`src/rtl/uart_tx_arbiter_if.sv`:
```
//------------------------------------------------------------------------------
// uart_tx_arbiter_if : requester/FIFO-side bundle for uart_tx_arbiter.
// Optional timeout signal present when UART_ARB_TIMEOUT_EN is defined. Rev 1.0
//------------------------------------------------------------------------------
`default_nettype none

interface uart_tx_arbiter_if #(
  parameter int NREQ  = 4,
  parameter int WIDTH = 8
);
  logic [NREQ-1:0]       req_valid;
  logic [NREQ*WIDTH-1:0] req_data;
  logic [NREQ-1:0]       req_last;
  logic [NREQ-1:0]       req_ack;
  logic [NREQ-1:0]       grant;
  logic                  fifo_full;
  logic                  fifo_wr_en;
  logic [WIDTH-1:0]      fifo_wr_data;
  logic                  busy;
`ifdef UART_ARB_TIMEOUT_EN
  logic                  timeout;

  modport master (
    output req_valid, req_data, req_last, fifo_full,
    input  req_ack, grant, fifo_wr_en, fifo_wr_data, busy, timeout
  );
  modport slave (
    input  req_valid, req_data, req_last, fifo_full,
    output req_ack, grant, fifo_wr_en, fifo_wr_data, busy, timeout
  );
`else
  modport master (
    output req_valid, req_data, req_last, fifo_full,
    input  req_ack, grant, fifo_wr_en, fifo_wr_data, busy
  );
  modport slave (
    input  req_valid, req_data, req_last, fifo_full,
    output req_ack, grant, fifo_wr_en, fifo_wr_data, busy
  );
`endif
endinterface

`default_nettype wire

```
`src/rtl/uart_tx_arbiter.sv`:
```
//------------------------------------------------------------------------------
// uart_tx_arbiter : round-robin burst arbiter onto one UART TX FIFO write port.
// Define UART_ARB_TIMEOUT_EN to release stalled owners after 16 idle cycles. Rev 1.0
//------------------------------------------------------------------------------
`default_nettype none

module uart_tx_arbiter #(
  parameter int NREQ      = 4,
  parameter int WIDTH     = 8,
  parameter int MAX_BURST = 16
) (
  input  wire logic           clk,
  input  wire logic           rst,
  uart_tx_arbiter_if.slave    arb_if
);

  localparam int c_IDXW = (NREQ > 1) ? $clog2(NREQ) : 1;
  localparam int c_CNTW = $clog2(MAX_BURST + 1);

  typedef enum logic [0:0] {
    ST_IDLE = 1'b0,
    ST_XFER = 1'b1
  } state_t;

  state_t              r_state,    w_state_nxt;
  logic [NREQ-1:0]     r_grant,    w_grant_nxt;
  logic [c_IDXW-1:0]   r_gidx,     w_gidx_nxt;
  logic [c_IDXW-1:0]   r_rr_ptr,   w_rr_ptr_nxt;
  logic [c_CNTW-1:0]   r_beat_cnt, w_beat_cnt_nxt;
  logic [c_CNTW-1:0]   w_beat_inc;
  logic [c_IDXW-1:0]   w_gidx_inc;
  logic [c_IDXW-1:0]   w_sel_idx;
  logic                w_sel_found;
  logic                w_accept;
  logic                w_release;
`ifdef UART_ARB_TIMEOUT_EN
  logic [4:0]          r_stall_cnt, w_stall_nxt;
  logic                r_timeout,   w_timeout_nxt;
  logic                w_stall_hit;
`endif

  // Scan downward so the candidate closest to r_rr_ptr is the last one written.
  always_comb begin
    int j;
    j           = 0;
    w_sel_idx   = '0;
    w_sel_found = 1'b0;
    for (int k = NREQ - 1; k >= 0; k--) begin
      j = int'(r_rr_ptr) + k;
      if (j >= NREQ) j = j - NREQ;
      if (arb_if.req_valid[c_IDXW'(j)]) begin
        w_sel_idx   = c_IDXW'(j);
        w_sel_found = 1'b1;
      end
    end
  end

  assign w_gidx_inc = (r_gidx == c_IDXW'(NREQ - 1)) ? '0 : r_gidx + c_IDXW'(1);
  assign w_beat_inc = r_beat_cnt + c_CNTW'(1);
  assign w_accept   = (r_state == ST_XFER) && arb_if.req_valid[r_gidx] && !arb_if.fifo_full;
  assign w_release  = w_accept &&
                      (arb_if.req_last[r_gidx] || (w_beat_inc == c_CNTW'(MAX_BURST)));

  always_comb begin
    w_state_nxt    = r_state;
    w_grant_nxt    = r_grant;
    w_gidx_nxt     = r_gidx;
    w_rr_ptr_nxt   = r_rr_ptr;
    w_beat_cnt_nxt = r_beat_cnt;
`ifdef UART_ARB_TIMEOUT_EN
    w_stall_nxt    = r_stall_cnt;
    w_timeout_nxt  = 1'b0;
    w_stall_hit    = 1'b0;
`endif
    case (r_state)
      ST_IDLE: begin
        w_grant_nxt = '0;
        if (w_sel_found) begin
          w_state_nxt    = ST_XFER;
          w_grant_nxt    = NREQ'(1) << w_sel_idx;
          w_gidx_nxt     = w_sel_idx;
          w_beat_cnt_nxt = '0;
`ifdef UART_ARB_TIMEOUT_EN
          w_stall_nxt    = '0;
`endif
        end
      end
      ST_XFER: begin
        if (w_accept) w_beat_cnt_nxt = w_beat_inc;
`ifdef UART_ARB_TIMEOUT_EN
        // Only an absent requester ages the grant; FIFO back-pressure does not.
        if (!arb_if.req_valid[r_gidx]) begin
          w_stall_nxt = r_stall_cnt + 5'd1;
          w_stall_hit = (r_stall_cnt == 5'd15);
        end else begin
          w_stall_nxt = '0;
        end
        if (w_stall_hit) begin
          w_state_nxt    = ST_IDLE;
          w_grant_nxt    = '0;
          w_rr_ptr_nxt   = w_gidx_inc;
          w_beat_cnt_nxt = '0;
          w_stall_nxt    = '0;
          w_timeout_nxt  = 1'b1;
        end
`endif
        if (w_release) begin
          w_state_nxt    = ST_IDLE;
          w_grant_nxt    = '0;
          w_rr_ptr_nxt   = w_gidx_inc;
          w_beat_cnt_nxt = '0;
        end
      end
      default: begin
        w_state_nxt = ST_IDLE;
        w_grant_nxt = '0;
      end
    endcase
  end

  always_ff @(posedge clk or posedge rst) begin
    if (rst) begin
      r_state    <= ST_IDLE;
      r_grant    <= '0;
      r_gidx     <= '0;
      r_rr_ptr   <= '0;
      r_beat_cnt <= '0;
    end else begin
      r_state    <= w_state_nxt;
      r_grant    <= w_grant_nxt;
      r_gidx     <= w_gidx_nxt;
      r_rr_ptr   <= w_rr_ptr_nxt;
      r_beat_cnt <= w_beat_cnt_nxt;
    end
  end

`ifdef UART_ARB_TIMEOUT_EN
  always_ff @(posedge clk or posedge rst) begin
    if (rst) begin
      r_stall_cnt <= '0;
      r_timeout   <= 1'b0;
    end else begin
      r_stall_cnt <= w_stall_nxt;
      r_timeout   <= w_timeout_nxt;
    end
  end

  assign arb_if.timeout = r_timeout;
`endif

  assign arb_if.req_ack      = w_accept ? r_grant : '0;
  assign arb_if.fifo_wr_en   = w_accept;
  assign arb_if.fifo_wr_data = w_accept ? arb_if.req_data[r_gidx*WIDTH +: WIDTH] : '0;
  assign arb_if.grant        = r_grant;
  assign arb_if.busy         = (r_state != ST_IDLE);

endmodule

`default_nettype wire

```
`src/flat_wrapper.sv`:
```
// flat-port wrapper written by rule: the top's interface ports become plain ports
module uart_tx_arbiter_flat 
#(
  parameter int NREQ      = 4,
  parameter int WIDTH     = 8,
  parameter int MAX_BURST = 16
)
  (clk, rst, arb_if_req_valid, arb_if_req_data, arb_if_req_last, arb_if_fifo_full, arb_if_req_ack, arb_if_grant, arb_if_fifo_wr_en, arb_if_fifo_wr_data, arb_if_busy);
  uart_tx_arbiter_if #(.NREQ(NREQ), .WIDTH(WIDTH)) arb_if_i ();
  input  wire logic clk;
  input  wire logic rst;
  input wire logic [$bits(arb_if_i.req_valid)-1:0] arb_if_req_valid;
  input wire logic [$bits(arb_if_i.req_data)-1:0] arb_if_req_data;
  input wire logic [$bits(arb_if_i.req_last)-1:0] arb_if_req_last;
  input wire logic [$bits(arb_if_i.fifo_full)-1:0] arb_if_fifo_full;
  output wire logic [$bits(arb_if_i.req_ack)-1:0] arb_if_req_ack;
  output wire logic [$bits(arb_if_i.grant)-1:0] arb_if_grant;
  output wire logic [$bits(arb_if_i.fifo_wr_en)-1:0] arb_if_fifo_wr_en;
  output wire logic [$bits(arb_if_i.fifo_wr_data)-1:0] arb_if_fifo_wr_data;
  output wire logic [$bits(arb_if_i.busy)-1:0] arb_if_busy;
  assign arb_if_i.req_valid = arb_if_req_valid;
  assign arb_if_i.req_data = arb_if_req_data;
  assign arb_if_i.req_last = arb_if_req_last;
  assign arb_if_i.fifo_full = arb_if_fifo_full;
  assign arb_if_req_ack = arb_if_i.req_ack;
  assign arb_if_grant = arb_if_i.grant;
  assign arb_if_fifo_wr_en = arb_if_i.fifo_wr_en;
  assign arb_if_fifo_wr_data = arb_if_i.fifo_wr_data;
  assign arb_if_busy = arb_if_i.busy;
  uart_tx_arbiter #(.NREQ(NREQ), .WIDTH(WIDTH), .MAX_BURST(MAX_BURST)) u_core (.clk(clk), .rst(rst), .arb_if(arb_if_i));
endmodule
```
`config.mk`:
```
export PLATFORM = sky130hd
export DESIGN_NAME = uart_tx_arbiter_flat
export DESIGN_NICKNAME = d
export VERILOG_FILES = /design/src/rtl/uart_tx_arbiter_if.sv /design/src/rtl/uart_tx_arbiter.sv /design/src/flat_wrapper.sv
export SDC_FILE = /design/constraint.sdc
export NUM_CORES = 1
export LEC_CHECK = 0
export CAP_MARGIN = 40
export CORE_UTILIZATION = 38
export CTS_BUF_LIST = sky130_fd_sc_hd__clkbuf_16
export DETAILED_ROUTE_END_ITERATION = 8
export GPL_ROUTABILITY_DRIVEN = 0
export HOLD_SLACK_MARGIN = 0.1
export PLACE_DENSITY = 0.84
export SYNTH_ARGS = -nofsm -noshare
export SYNTH_HDL_FRONTEND = slang
export SYNTH_SLANG_ARGS = --single-unit
export TNS_END_PERCENT = 20
```
`constraint.sdc`:
```
create_clock -name clk -period 2.4 [get_ports clk]
set_clock_uncertainty 0.2 [all_clocks]
set_input_delay 0.24 -clock clk [delete_from_list [all_inputs] [get_ports clk]]
set_output_delay 0.24 -clock clk [all_outputs]
set_load 0.05 [all_outputs]
```
==> impl_results.md <==
* Status: complete, no violations
* Clock transition at path regs at 0.05 ns
* Area leader, netlist: dfrtp_1
* Synth unique cells at 35
* Fin Setup TNS at 0 ns
* Number of global-route vias before repair at 1250
* Slowest stage cell on the critical path: mux4_2
* Average wire per standard cell at 15.3 um
* Final worst path period share at 93.1%
* Dominant cells by area after synthesis: dfrtp_1 (32%), mux4_2 (18%), nor2b_1 (6.8%)
* CP Buf/Inv Count at 2
* Clock Sinks at 14
* H-tree depth at 1
* Post-layout util at 65.5%
* CP endpoint kind: primary output
* FF-to-FF Start: u_core.r_gidx[1]
* Reg2reg path depth at 4
* Synthesized Nets at 155
* Fillers at 209
* Nets at 219
* Area Overhead vs Synth at 63.2%
* FFs w/ async S/R, synth at 100%
* Most frequent cells in the layout: clkdlybuf4s50_1 (47), buf_4 (15), dfrtp_1 (13)
* Post-CTS setup buffers at 0
* Tmin final at 2.23 ns
* Yosys Warn Count at 0
* Cell Area, Placed at 1730 um^2
* Vias after detailed routing at 1166
* Initial Util at 40.1%
* Placed insts at 200
* Peak Freq at 0.448 GHz
* Worst-margin pin slew at 0.543 ns
* I/O Buffers at 60
* Critical path fanouts, max at 9
* Final Hold Violating Endpoints at 0
* Worst min-delay path category: primary input to async pin
* Num CTS Buffers at 3
* Total Routing Usage GR at 21.4%
* Post-CTS sizing at 0
* DP HPWL at 2470 um
* Syn_area_per_cell at 10.1 um^2
* Delay-heaviest family, CP: multiplexers
* LEAKAGE at 0.755 nW
* Share of cells above drive strength 1 at 20.8%
* Worst vdd ir at 0.821 mV
* Slew HR at 63.8%
* Antenna violations before repair at 0
* R2R Setup Slk at 0.37 ns
* Final setup fails at 0
* Synth Register Bits at 14
* Mapped cell area at 1110 um^2
* Top_reg_cell synth: dfrtp_1
* Clock Latency Late Sink at 0.24 ns
* MaxCap Viol Count at 0
* Hold Slack at 0.145 ns
* CP startpoint kind: register
* Routed Antenna Nets at 0
* Critical path depth in cells at 4
* Die area at 3130 um^2
* TritonRoute pass-1 iters at 4
* Crit-path most repeated cell: buf_4
* Row count at 19
* Largest net degree at the start of global routing at 22
* Cell Chain, Critical Path: buf_4 -> mux4_2 -> nor2b_1 -> buf_4
* Max-slew violations at 0
* Register area share after synthesis at 31.7%
* Unrepaired setup endpoints after global routing: false
* Top-Level Pins at 61
* CTS tree: yes
* Gate Count Post-Synth at 110
* Design area at 1810 um^2
* Core Area at 2760 um^2
* DRC viols at 0
* Final non-filler cell total at 204
* Diode count at 0
* WL met3 at 244 um
* Reg-to-Reg End: u_core.r_rr_ptr[1]
* Die W at 56.0 um
* Number of flops mapped to enable cells by yosys at 0
* Category of the most critical setup path: register to primary output
* CP peak stage delay at 0.50 ns
* Clk buf depth at 2
* Initial DRC Count at 50
* Worst EP arrival at 1.79 ns
* WL met2 at 1670 um
* Global-route wire length before repair at 5280 um
* # hold bufs at CTS at 0
* Die height at 56.0 um
* Worst Path Required at 1.96 ns
* WL met1 at 1180 um
* Top Layer Used: met4
* Commonest non-fill, non-tap cell in the layout: clkdlybuf4s50_1
* Total gr overflow at 0
* PD cells at 1060 nW/um^2
* DR vias/cell at 5.72
* DRT Wirelength at 3120 um
* Clk Tree Root Cell: clkbuf_16
* Synth top area share at 31.7%
state kept, by name, indices dropped and copies added, names as in the netlist:
signal / count
u_core.r_gidx: 2
u_core.r_rr_ptr: 2
u_core.arb_if.busy: 1
u_core.r_beat_cnt: 5
u_core.arb_if.grant: 4
worst reg2reg max path, stage by stage (launching register included):
cell and delay, ns:
dfrtp_1 0.67, mux4_2 0.44, a31oi_4 0.24, nor2_2 0.07, mux2_4 0.30
cells in the mapped netlist (all sizes together) (3+ instances only):
library cell,count
nand2,10
nor2b,12
o21ai,8
dfrtp,14
nand2b,3
nor2,9
inv,8
nand3,4
buf,4
mux4,9
o22ai,3
a21oi,3
stage by stage:
| step | setup WS, ns | power, W |
|---|---|---|
| after global routing | 0.0646 | 0.00202 |
| after CTS | 0.0171 | 0.00192 |
| after global placement | 0.304 | 0.00155 |
| final | 0.165 | 0.00191 |
| after floorplan | -0.156 | 0.00122 |
| after detailed placement | 0.277 | 0.00159 |
metal layers:
layer | GRT usage, % | up-vias
met5 | 0 | -
met4 | 7.32 | 0
li1 | - | 530
met1 | 22.8 | 573
met2 | 40.3 | 59
met3 | 6.05 | 4
how the worst max path moves through the flow:
stage / start / endpoint / slack, ns
final: u_core.r_gidx[0] / arb_if_fifo_wr_data[3] / 0.17
after detailed placement: u_core.r_gidx[0] / u_core.r_rr_ptr[1] / 0.28
after CTS: u_core.r_gidx[0] / arb_if_fifo_wr_data[2] / 0.02
after floorplan: u_core.arb_if.busy / arb_if_fifo_wr_data[4] / -0.16
after global routing: u_core.r_gidx[0] / arb_if_fifo_wr_data[4] / 0.06
after global placement: arb_if_req_valid[1] / arb_if_fifo_wr_data[0] / 0.30
final cells by class:
cell class | count | area (um^2) | share of cell area, %
multi-input cells | 84 | 703 | 38.9
clock inverters | 1 | 3.75 | 0.208
clock buffers | 3 | 75.1 | 4.16
flip-flops and latches | 14 | 352 | 19.5
inverters | 8 | 30.0 | 1.66
well taps | 31 | 38.8 | 2.15
repair buffers | 63 | 603 | 33.4
kinds of logic (layout without fill, tap and decap cells):
group | count (synthesis) | after routing | share of synthesized area, %
AND/OR/NAND/NOR | 42 | 42 | 19.7
AO/OA/AOI/OAI | 26 | 26 | 18.3
flip-flops | 14 | 14 | 31.7
multiplexers | 13 | 13 | 22.5
buffers and inverters | 12 | 75 | 4.75
adder cells (fa/ha/maj) | 2 | 2 | 2.26
XOR/XNOR | 1 | 1 | 0.792
power by group:
group	switching (W)	internal, W	leakage [nW]
combinational	0.000617	0.000508	0.536
sequential	0.000141	0.000318	0.181
clock	0.000101	0.000221	0.0385
total	0.000859	0.00105	0.755
Power figures use the tool's default switching activity.
